**config.mk**
```make
export PLATFORM = sky130hd
export DESIGN_NAME = msk_hpc2_rnd_source_flat
export DESIGN_NICKNAME = d
export VERILOG_FILES = /design/src/rtl/msk_hpc2_rnd_source_if.sv /design/src/rtl/msk_hpc2_rnd_source.sv /design/src/flat_wrapper.sv
export SDC_FILE = /design/constraint.sdc
export NUM_CORES = 1
export LEC_CHECK = 0
export CORE_MARGIN = 5
export CORE_UTILIZATION = 48
export CTS_CLUSTER_SIZE = 20
export DETAILED_ROUTE_END_ITERATION = 16
export GPL_TIMING_DRIVEN = 0
export PLACE_DENSITY = 0.79
export RECOVER_POWER = 100
export SYNTH_ARGS = -nofsm -noshare
export SYNTH_HDL_FRONTEND = slang
export SYNTH_SLANG_ARGS = --single-unit
```
**constraint.sdc**
```tcl
create_clock -name clk -period 2 [get_ports clk]
set_clock_uncertainty 0.15 [all_clocks]
set_input_delay 0.4 -clock clk [delete_from_list [all_inputs] [get_ports clk]]
set_output_delay 0.4 -clock clk [all_outputs]
set_load 0.05 [all_outputs]
```
**src/rtl/msk_hpc2_rnd_source_if.sv**
```systemverilog
// Seed and rnd handshake bundle of the HPC2 randomness source.
// slave = the source itself, master = TRNG/seed provider plus rnd consumer.
interface msk_hpc2_rnd_source_if #(
    parameter int RNDW = 1
);
    logic            seed_valid;
    logic            seed_ready;
    logic [63:0]     seed_in;
    logic            rnd_valid;
    logic            rnd_ready;
    logic [RNDW-1:0] rnd;
    logic            reseed_req;
    logic            fault;

    modport slave (
        input  seed_valid, seed_in, rnd_ready,
        output seed_ready, rnd_valid, rnd, reseed_req, fault
    );

    modport master (
        output seed_valid, seed_in, rnd_ready,
        input  seed_ready, rnd_valid, rnd, reseed_req, fault
    );
endinterface

```
**src/rtl/msk_hpc2_rnd_source.sv**
```systemverilog
// Seedable 64-bit LFSR delivering d*(d-1)/2 fresh bits per rnd transfer, with warm-up
// after each seed and a reseed request. MSK_RND_REPEAT_CHECK_EN adds a sticky repeat fault.
//
// state  | meaning
// IDLE   | no valid seed since reset, waiting for seed
// WARMUP | seed loaded, discarding WARMUP_CYCLES advances
// RUN    | rnd offered, advances once per accepted transfer
module msk_hpc2_rnd_source #(
    parameter int d               = 2,
    parameter int WARMUP_CYCLES   = 16,
    parameter int RESEED_INTERVAL = 1024
) (
    input  logic                 clk,
    input  logic                 rst_n,
    msk_hpc2_rnd_source_if.slave bus
);
    localparam int RNDW = d * (d - 1) / 2;
    localparam int WCW  = $clog2(WARMUP_CYCLES + 1);
    localparam int DCW  = $clog2(RESEED_INTERVAL + 1);
    localparam logic [WCW-1:0] WARM_LAST = WCW'(WARMUP_CYCLES - 1);
    localparam logic [DCW-1:0] DEL_MAX   = DCW'(RESEED_INTERVAL);

    typedef enum logic [1:0] {
        ST_IDLE   = 2'd0,
        ST_WARMUP = 2'd1,
        ST_RUN    = 2'd2
    } state_t;

    state_t         state_q, state_d;
    logic [63:0]    lfsr_q, lfsr_d;
    logic [WCW-1:0] warm_cnt_q, warm_cnt_d;
    logic [DCW-1:0] del_cnt_q, del_cnt_d;
    logic [DCW-1:0] del_next;
    logic           rnd_valid_q, rnd_valid_d;
    logic           seed_ready_q, seed_ready_d;
    logic           reseed_req_q, reseed_req_d;
    logic           seed_acc;
    logic           rnd_hs;
    logic [63:0]    seed_load;

`ifdef MSK_RND_REPEAT_CHECK_EN
    logic [RNDW-1:0] last_word_q, last_word_d;
    logic            have_last_q, have_last_d;
    logic [1:0]      rep_cnt_q, rep_cnt_d;
    logic            fault_q, fault_d;
    logic            word_repeat;
`endif

    // RNDW single steps unrolled so a whole fresh word appears per advance
    function automatic logic [63:0] lfsr_advance(input logic [63:0] s);
        logic [63:0] r;
        logic        b;
        r = s;
        for (int i = 0; i < RNDW; i++) begin
            b = r[63] ^ r[62] ^ r[60] ^ r[59];
            r = {r[62:0], b};
        end
        return r;
    endfunction

    assign seed_acc  = bus.seed_valid & seed_ready_q;
    assign rnd_hs    = rnd_valid_q & bus.rnd_ready;
    assign seed_load = (bus.seed_in == 64'h0) ? 64'h1 : bus.seed_in;
    assign del_next  = (del_cnt_q == DEL_MAX) ? DEL_MAX : del_cnt_q + DCW'(1);

    always_comb begin
        state_d      = state_q;
        lfsr_d       = lfsr_q;
        warm_cnt_d   = warm_cnt_q;
        del_cnt_d    = del_cnt_q;
        rnd_valid_d  = rnd_valid_q;
        seed_ready_d = seed_ready_q;
        reseed_req_d = reseed_req_q;
`ifdef MSK_RND_REPEAT_CHECK_EN
        last_word_d  = last_word_q;
        have_last_d  = have_last_q;
        rep_cnt_d    = rep_cnt_q;
        fault_d      = fault_q;
        word_repeat  = have_last_q && (lfsr_q[RNDW-1:0] == last_word_q);
`endif
        // A seed beats a same-cycle rnd transfer; that word is consumed and the
        // delivered count restarts from the new seed anyway.
        if (seed_acc) begin
            state_d      = ST_WARMUP;
            lfsr_d       = seed_load;
            warm_cnt_d   = '0;
            del_cnt_d    = '0;
            rnd_valid_d  = 1'b0;
            seed_ready_d = 1'b0;
            reseed_req_d = 1'b0;
`ifdef MSK_RND_REPEAT_CHECK_EN
            have_last_d  = 1'b0;
            rep_cnt_d    = '0;
            fault_d      = 1'b0;
`endif
        end else begin
            case (state_q)
                ST_IDLE: begin
                end
                ST_WARMUP: begin
                    lfsr_d     = lfsr_advance(lfsr_q);
                    warm_cnt_d = warm_cnt_q + WCW'(1);
                    if (warm_cnt_q == WARM_LAST) begin
                        state_d      = ST_RUN;
                        rnd_valid_d  = 1'b1;
                        seed_ready_d = 1'b1;
                    end
                end
                ST_RUN: begin
                    if (rnd_hs) begin
                        lfsr_d       = lfsr_advance(lfsr_q);
                        del_cnt_d    = del_next;
                        reseed_req_d = (del_next == DEL_MAX);
`ifdef MSK_RND_REPEAT_CHECK_EN
                        last_word_d  = lfsr_q[RNDW-1:0];
                        have_last_d  = 1'b1;
                        rep_cnt_d    = word_repeat ? rep_cnt_q + 2'd1 : 2'd0;
                        if (word_repeat && (rep_cnt_q == 2'd3)) begin
                            fault_d     = 1'b1;
                            rnd_valid_d = 1'b0;
                        end
`endif
                    end
                end
                default: begin
                    state_d      = ST_IDLE;
                    rnd_valid_d  = 1'b0;
                    seed_ready_d = 1'b1;
                end
            endcase
        end
    end

    always_ff @(posedge clk or negedge rst_n) begin
        if (!rst_n) begin
            state_q      <= ST_IDLE;
            lfsr_q       <= 64'h1;
            warm_cnt_q   <= '0;
            del_cnt_q    <= '0;
            rnd_valid_q  <= 1'b0;
            seed_ready_q <= 1'b1;
            reseed_req_q <= 1'b0;
`ifdef MSK_RND_REPEAT_CHECK_EN
            last_word_q  <= '0;
            have_last_q  <= 1'b0;
            rep_cnt_q    <= '0;
            fault_q      <= 1'b0;
`endif
        end else begin
            state_q      <= state_d;
            lfsr_q       <= lfsr_d;
            warm_cnt_q   <= warm_cnt_d;
            del_cnt_q    <= del_cnt_d;
            rnd_valid_q  <= rnd_valid_d;
            seed_ready_q <= seed_ready_d;
            reseed_req_q <= reseed_req_d;
`ifdef MSK_RND_REPEAT_CHECK_EN
            last_word_q  <= last_word_d;
            have_last_q  <= have_last_d;
            rep_cnt_q    <= rep_cnt_d;
            fault_q      <= fault_d;
`endif
        end
    end

    assign bus.rnd        = lfsr_q[RNDW-1:0];
    assign bus.rnd_valid  = rnd_valid_q;
    assign bus.seed_ready = seed_ready_q;
    assign bus.reseed_req = reseed_req_q;
`ifdef MSK_RND_REPEAT_CHECK_EN
    assign bus.fault      = fault_q;
`else
    assign bus.fault      = 1'b0;
`endif

endmodule

```
**src/flat_wrapper.sv**
```systemverilog
// flat-port wrapper written by rule: the top's interface ports become plain ports
module msk_hpc2_rnd_source_flat 
#(
    parameter int d               = 2,
    parameter int WARMUP_CYCLES   = 16,
    parameter int RESEED_INTERVAL = 1024
)
  (clk, rst_n, bus_seed_valid, bus_seed_in, bus_rnd_ready, bus_seed_ready, bus_rnd_valid, bus_rnd, bus_reseed_req, bus_fault);
  msk_hpc2_rnd_source_if #(.RNDW(1)) bus_i ();
  input  logic clk;
  input  logic rst_n;
  input wire logic [$bits(bus_i.seed_valid)-1:0] bus_seed_valid;
  input wire logic [$bits(bus_i.seed_in)-1:0] bus_seed_in;
  input wire logic [$bits(bus_i.rnd_ready)-1:0] bus_rnd_ready;
  output wire logic [$bits(bus_i.seed_ready)-1:0] bus_seed_ready;
  output wire logic [$bits(bus_i.rnd_valid)-1:0] bus_rnd_valid;
  output wire logic [$bits(bus_i.rnd)-1:0] bus_rnd;
  output wire logic [$bits(bus_i.reseed_req)-1:0] bus_reseed_req;
  output wire logic [$bits(bus_i.fault)-1:0] bus_fault;
  assign bus_i.seed_valid = bus_seed_valid;
  assign bus_i.seed_in = bus_seed_in;
  assign bus_i.rnd_ready = bus_rnd_ready;
  assign bus_seed_ready = bus_i.seed_ready;
  assign bus_rnd_valid = bus_i.rnd_valid;
  assign bus_rnd = bus_i.rnd;
  assign bus_reseed_req = bus_i.reseed_req;
  assign bus_fault = bus_i.fault;
  msk_hpc2_rnd_source #(.d(d), .WARMUP_CYCLES(WARMUP_CYCLES), .RESEED_INTERVAL(RESEED_INTERVAL)) u_core (.clk(clk), .rst_n(rst_n), .bus(bus_i));
endmodule
```
==> metrics.md, run 1 <==
| Metric | Value |
|---|---|
| Status | completed |
| Most common cell in the netlist | dfrtp_1 |
| Sequential fraction of the synthesis area | 48.4% |
| CTS Buffer Depth | 2 |
| Clock-pin slew on the worst setup and hold paths | 0.08 ns |
| Vias in the first global route | 3681 |
| Post-synth top cells | dfrtp_1 (82), nand2_1 (73), o21ai_0 (68) |
| Dpl cells | 618 |
| Syn nets | 513 |
| Seq cells post-synth | 84 |
| Clk sinks | 84 |
| Final period util | 99.5% |
| Fin Setup TNS | 0 ns |
| # rows | 34 |
| I/O pin cnt | 73 |
| Crit end category | register |
| CP Data Required Time | 2.09 ns |
| Routed via count | 3540 |
| Worst skew pair latency | 0.35 ns |
| Drt first pass iters | 4 |
| CTS H-tree lvls | 3 |
| Fin cells | 636 |
| Post-Syn Instances | 438 |
| Synthesized cell area | 4350 µm² |
| Post-route DRC | 0 |
| VDD IR-drop max | 0.493 mV |
| Initial Util | 49.6% |
| Distinct cells, synth | 43 |
| Largest net degree at the start of global routing | 71 |
| Initial antenna violation count | 0 |
| FMAX | 502 MHz |
| Top cell type by total area after synthesis | dfrtp_1 |
| DRT iter0 DRCs | 178 |
| Worst Setup Start Kind | register |
| Wire per inst | 16.2 µm |
| Final Hold Vio Count | 0 |
| Final min period | 1.99 ns |
| PD cells | 1180 nW/µm² |
| RSZ-0062 raised after global routing | yes |
| DP Area | 5270 µm² |
| Overall Global Routing Usage | 19.2% |
| Total grt overflow | 0 |
| Post-Route WL | 10300 µm |
| Top_reg_cell synth | dfrtp_1 |
| Die area | 11100 µm² |
| ANT nets after route | 0 |
| Max Cap Viol | 0 |
| Share of the synthesized area in the top cell type | 47.2% |
| ANT cells | 0 |
| Finish-stage setup viols | 0 |
| Post-detail-place hpwl | 7590 µm |
| CORE AREA | 8760 µm² |
| Top post-synthesis cells by area | dfrtp_1 (47%), mux2i_1 (15%), o21ai_0 (7.8%) |
| Share of cells above drive strength 1 | 11.0% |
| # port buffers | 71 |
| Worst-path fanout max | 7 |
| Share of flip-flops with an asynchronous set or reset | 100% |
| YS warnings | 0 |
| Leak | 2.42 nW |
| TritonCTS Buffers | 9 |
| Die W | 105 µm |
| CTS tree | built |
| Syn_area_per_cell | 9.93 µm² |
| CTS root buf | clkbuf_8 |
| CP arrival | 2.08 ns |
| CP Class | reg2reg |
| Hold/Removal Path Class | reg2reg |
| Area growth syn-to-layout | 26.5% |
| Slew Limit Fails | 0 |
| Cell area after layout | 5500 µm² |
| Chip height | 105 µm |
| NumNets Final | 599 |
| Max transition margin | 36.2% |
| GP Congestion | 0.820 |
| Number of synthesized flops with an enable pin | 0 |
| First-pass GRT wire length | 17600 µm |
| Avg Vias per Cell | 5.57 |
| Slew @ Worst Pin | 0.958 ns |
## logic make-up (layout without fill, tap and decap cells)
kind of cell / after synthesis / after routing / synth area share (%)
and+or+nand+nor: 142 / 142 / 16.0
AOI/OAI and AO/OA: 85 / 85 / 11.0
DFF: 84 / 84 / 48.4
muxes: 67 / 67 / 15.5
buffers and inverters: 37 / 127 / 4.03
xor gates and xnor gates: 15 / 15 / 3.02
adders and majority gates: 7 / 7 / 2.01
other: 1 / 1 / 0.0862
## critical path, cell delays in order (launching register included)
cell and delay [ns]:
dfrtp_1 0.35, ha_2 0.17, buf_6 0.12, nand4_1 0.12, or4b_4 0.54, a2bb2o_4 0.23
o41ai_4 0.21
## layout make-up
cell class / count / area, µm²
fill: 740 / 3260
buffer: 28 / 184
sequential: 84 / 2110
clock inverter: 5 / 30.0
multi-input combinational: 317 / 2130
timing repair buffer: 76 / 753
clock buffer: 10 / 128
tap: 108 / 135
inverter: 8 / 30.0
## registers in the layout, summed over array words and instances, names as in the netlist
register,cells
u_core.state_q,2
u_core.lfsr_q,64
u_core.bus.reseed_req,1
u_core.warm_cnt_q,5
u_core.bus.seed_ready,1
u_core.del_cnt_q,11
## metrics by stage
stage	utilization, %	hold slack, ns	power, W	worst slack, ns
3_3_place_gp	59.8	0.341	0.00531	-2.86
2_1_floorplan	-	-0.0456	0.00472	0.00196
5_1_grt	62.8	0.386	0.00699	-0.0803
3_5_place_dp	60.1	0.132	0.00547	-0.649
6_report	62.8	0.362	0.00651	0.00923
4_1_cts	62.3	0.311	0.00651	-0.0160
## worst paths after layout
| kind | from | endpoint | slack [ns] | cells past startpoint |
|---|---|---|---|---|
| worst max-delay path | u_core.del_cnt_q[1]$_DFFE_PN0P_ | u_core.bus.reseed_req$_DFFE_PN0P_ | 0.009 | 6 |
| worst min-delay path | u_core.state_q[0]$_DFFE_PN0P_ | u_core.state_q[0]$_DFFE_PN0P_ | 0.36 | 1 |
| worst max register to register | u_core.del_cnt_q[1]$_DFFE_PN0P_ | u_core.bus.reseed_req$_DFFE_PN0P_ | 0.009 | 6 |
| worst min register to register | u_core.state_q[0]$_DFFE_PN0P_ | u_core.state_q[0]$_DFFE_PN0P_ | 0.36 | 1 |
| max in group asynchronous | rst_n | u_core.lfsr_q[0]$_DFFE_PN1P_ | 0.27 | 3 |
| min in group asynchronous | rst_n | u_core.lfsr_q[2]$_DFFE_PN0P_ | 0.57 | 2 |
## routing by layer
layer	track usage [%]	wire [µm]	up-vias
met1	26.8	4650	1714
met5	0	0	-
met4	7.03	187	0
met2	29.3	4850	93
met3	4.19	577	15
li1	-	-	1718
## cells in the final DEF (no fill, tap or decap), drive strengths merged, types with 3 or more instances in the layout
cell type	instances
clkdlybuf4s50	66
clkbuf	31
inv	8
and3	3
xnor2	8
nand4	8
nand2	73
dfrtp	82
a21oi	7
xor2	7
buf	13
or3	7
nand3	5
o21ai	68
nor2	14
mux2i	65
clkinv	3
a211oi	4
nor4	19
ha	7
nor3	5
## where the power goes
part | leakage (nW) | total [W] | internal (W) | switching (W)
logic | 1.29 | 0.00267 | 0.00128 | 0.00139
clock network | 0.0779 | 0.00102 | 0.000438 | 0.000582
registers | 1.06 | 0.00282 | 0.00242 | 0.000396
## repair_timing
item | 4_1_cts | 5_1_grt
buffers inserted | 3 | 0
endpoints found under the hold margin | 13 | 0
setup endpoints to repair | 84 | 55
gates resized for setup | 9 | 24
hold buffers | 1 | 0
gates cloned | 0 | 0
Note: power is estimated with default switching activity, not from simulation.
==> run 2: changes to the inputs <==
- CORE_UTILIZATION: 48 -> 50
- CTS_BUF_LIST: default -> sky130_fd_sc_hd__clkbuf_8
- PLACE_DENSITY: 0.79 -> 0.82
==> metrics.md, run 2 (synthesis gave the netlist of run 1 again) <==
| Metric | Value |
|---|---|
| Total power | 0.00699 W |
| Overall Global Routing Usage | 20.5% |
| Final min period | 1.98 ns |
| Seq pwr share | 40.6% |
| Worst-path fanout max | 2 |
| Total grt overflow | 0 |
| CTS root buf | clkbuf_8 |
| FMAX | 504 MHz |
| Finish-stage setup viols | 0 |
| PD cells | 1250 nW/µm² |
| Max Cap Viol | 0 |
| Sw Share | 35.0% |
| Area growth syn-to-layout | 28.4% |
| RSZ-0062 raised after global routing | yes |
| Setup ws final | 0.0157 ns |
| Slew @ Worst Pin | 0.698 ns |
| Clock-pin slew on the worst setup and hold paths | 0.08 ns |
| Hold/Removal Path Class | reg2reg |
| Wire per inst | 16.3 µm |
| Slew Limit Fails | 0 |
| Commonest non-fill, non-tap cell in the layout | dfrtp_1 |
| TritonCTS Buffers | 9 |
| CTS tree | built |
| Leak | 2.44 nW |
| Post-detail-place hpwl | 7530 µm |
| GP Congestion | 0.827 |
| Vias in the first global route | 3578 |
| Switch Pwr | 0.00245 W |
| ANT nets after route | 0 |
| Max FFs per register | 64 |
| Initial Util | 50.6% |
| Post-Route WL | 10400 µm |
| CTS H-tree lvls | 3 |
| Initial antenna violation count | 0 |
| Biggest register | u_core.lfsr_q |
| CP Class | in2reg |
| Final Hold Vio Count | 0 |
| Chip height | 103 µm |
| # rows | 34 |
| CTS Buffer Depth | 2 |
| P_int | 0.00455 W |
| CP max stage delay | 0.45 ns |
| Drt first pass iters | 4 |
| CP arrival | 2.13 ns |
| Avg Vias per Cell | 5.59 |
| Post-route DRC | 0 |
| I/O pin cnt | 73 |
| Commonest non-fill, non-tap cells in the layout | dfrtp_1 (79), nand2_1 (71), o21ai_0 (68) |
| Worst Setup Start Kind | input port |
| Die W | 103 µm |
| Final period util | 99.2% |
| Crit path max-delay cell type | clkdlybuf4s50_1 |
| VDD IR-drop max | 0.548 mV |
| CP Data Required Time | 2.15 ns |
| Worst skew pair latency | 0.36 ns |
| Routed via count | 3566 |
| Share of cells above drive strength 1 | 12.5% |
| Pre-CTS setup slack | -0.603 ns |
| Max transition margin | 53.4% |
| Status | completed |
| CORE AREA | 8590 µm² |
| First-pass GRT wire length | 17000 µm |
| Clock share of power | 21.8% |
| Clk sinks | 84 |
| Fin util | 65.0% |
| Combinational share of power | 37.6% |
| DRT iter0 DRCs | 170 |
| # port buffers | 71 |
| Largest net degree at the start of global routing | 58 |
| Crit end category | register |
| Die area | 10700 µm² |
| Worst path cell trace | clkdlybuf4s50_1 -> nor4_1 -> nand4_1 -> o41ai_2 -> mux2_2 |
| NumNets Final | 600 |
| ANT cells | 0 |
| Largest registers | u_core.lfsr_q x64, u_core.del_cnt_q x11, u_core.warm_cnt_q x5 |
==> run 2: cell count changes in the layout (fill, tap and decap cells not counted), sizes merged <==
cell	delta
bufinv	+3
clkbuf	-1
inv	+3
clkinv	-3
buf	+2
clkinvlp	-2
==> run 2: path summary, 6_finish.rpt <==
path                                                           to                               from  cells after the start  slack [ns]
max in group asynchronous        u_core.warm_cnt_q[0]$_DFFE_PN0P_                              rst_n                      3        0.27
worst max-delay path                 u_core.lfsr_q[0]$_DFFE_PN1P_                    bus_seed_in[12]                      5        0.02
min in group asynchronous            u_core.lfsr_q[1]$_DFFE_PN0P_                              rst_n                      2        0.47
worst max register to register  u_core.bus.reseed_req$_DFFE_PN0P_    u_core.del_cnt_q[1]$_DFFE_PN0P_                      5        0.02
worst min register to register  u_core.bus.seed_ready$_DFFE_PN1P_  u_core.bus.seed_ready$_DFFE_PN1P_                      1        0.36
worst min-delay path            u_core.bus.seed_ready$_DFFE_PN1P_  u_core.bus.seed_ready$_DFFE_PN1P_                      1        0.36
==> run 2: metal layers <==
| layer | track usage, % | part of all wire [%] | vias up |
|---|---|---|---|
| met5 | 0 | 0 | - |
| met4 | 8.86 | 2.1 | 0 |
| met3 | 3.42 | 5.3 | 16 |
| met2 | 32.5 | 47 | 82 |
| met1 | 27.8 | 45 | 1743 |
| li1 | - | - | 1725 |
==> run 2: per-stage QoR <==
step	instances	hold slack, ns	instance area (µm²)	TNS, ns
after detailed placement	618	0.202	5270	-36.37
after global routing	638	0.381	5580	-0.0976
after global placement	617	0.339	5240	-245.60
final	638	0.361	5580	0
after CTS	637	0.366	5580	-0.00710
after floorplan	438	-0.0456	4390	0
==> run 2: cell type report <==
type	instances	area (µm²)
Fill cell	670	3010
Multi-Input combinational cell	317	2140
Sequential cell	84	2110
Timing Repair Buffer	78	757
Buffer	27	155
Clock buffer	10	138
Tap cell	108	135
Clock inverter	6	116
Inverter	8	30.0
==> run 2: power by group through the flow <==
stage          Combinational [W]  Sequential, W  Clock, W
2_1_floorplan            0.00192        0.00280         0
3_3_place_gp             0.00249        0.00282         0
3_5_place_dp             0.00260        0.00285         0
4_1_cts                  0.00262        0.00283   0.00155
5_1_grt                  0.00296        0.00292   0.00162
6_report                 0.00263        0.00284   0.00153
==> run 2: worst max-delay path: cells and delay by family <==
kind,cells,cell delay [ns]
AND/OR/NAND/NOR,2,0.68
buffers and inverters,1,0.45
AO/OA/AOI/OAI,1,0.39
multiplexers,1,0.21
==> run 2: what timing repair did <==
action / 4_1_cts / 5_1_grt
setup buffers: 3 / 2
endpoints found under the hold margin: 25 / 0
pin swaps: 0 / 3
setup endpoints to repair: 69 / 24
hold buffers: 1 / 0
gates resized for setup: 13 / 17
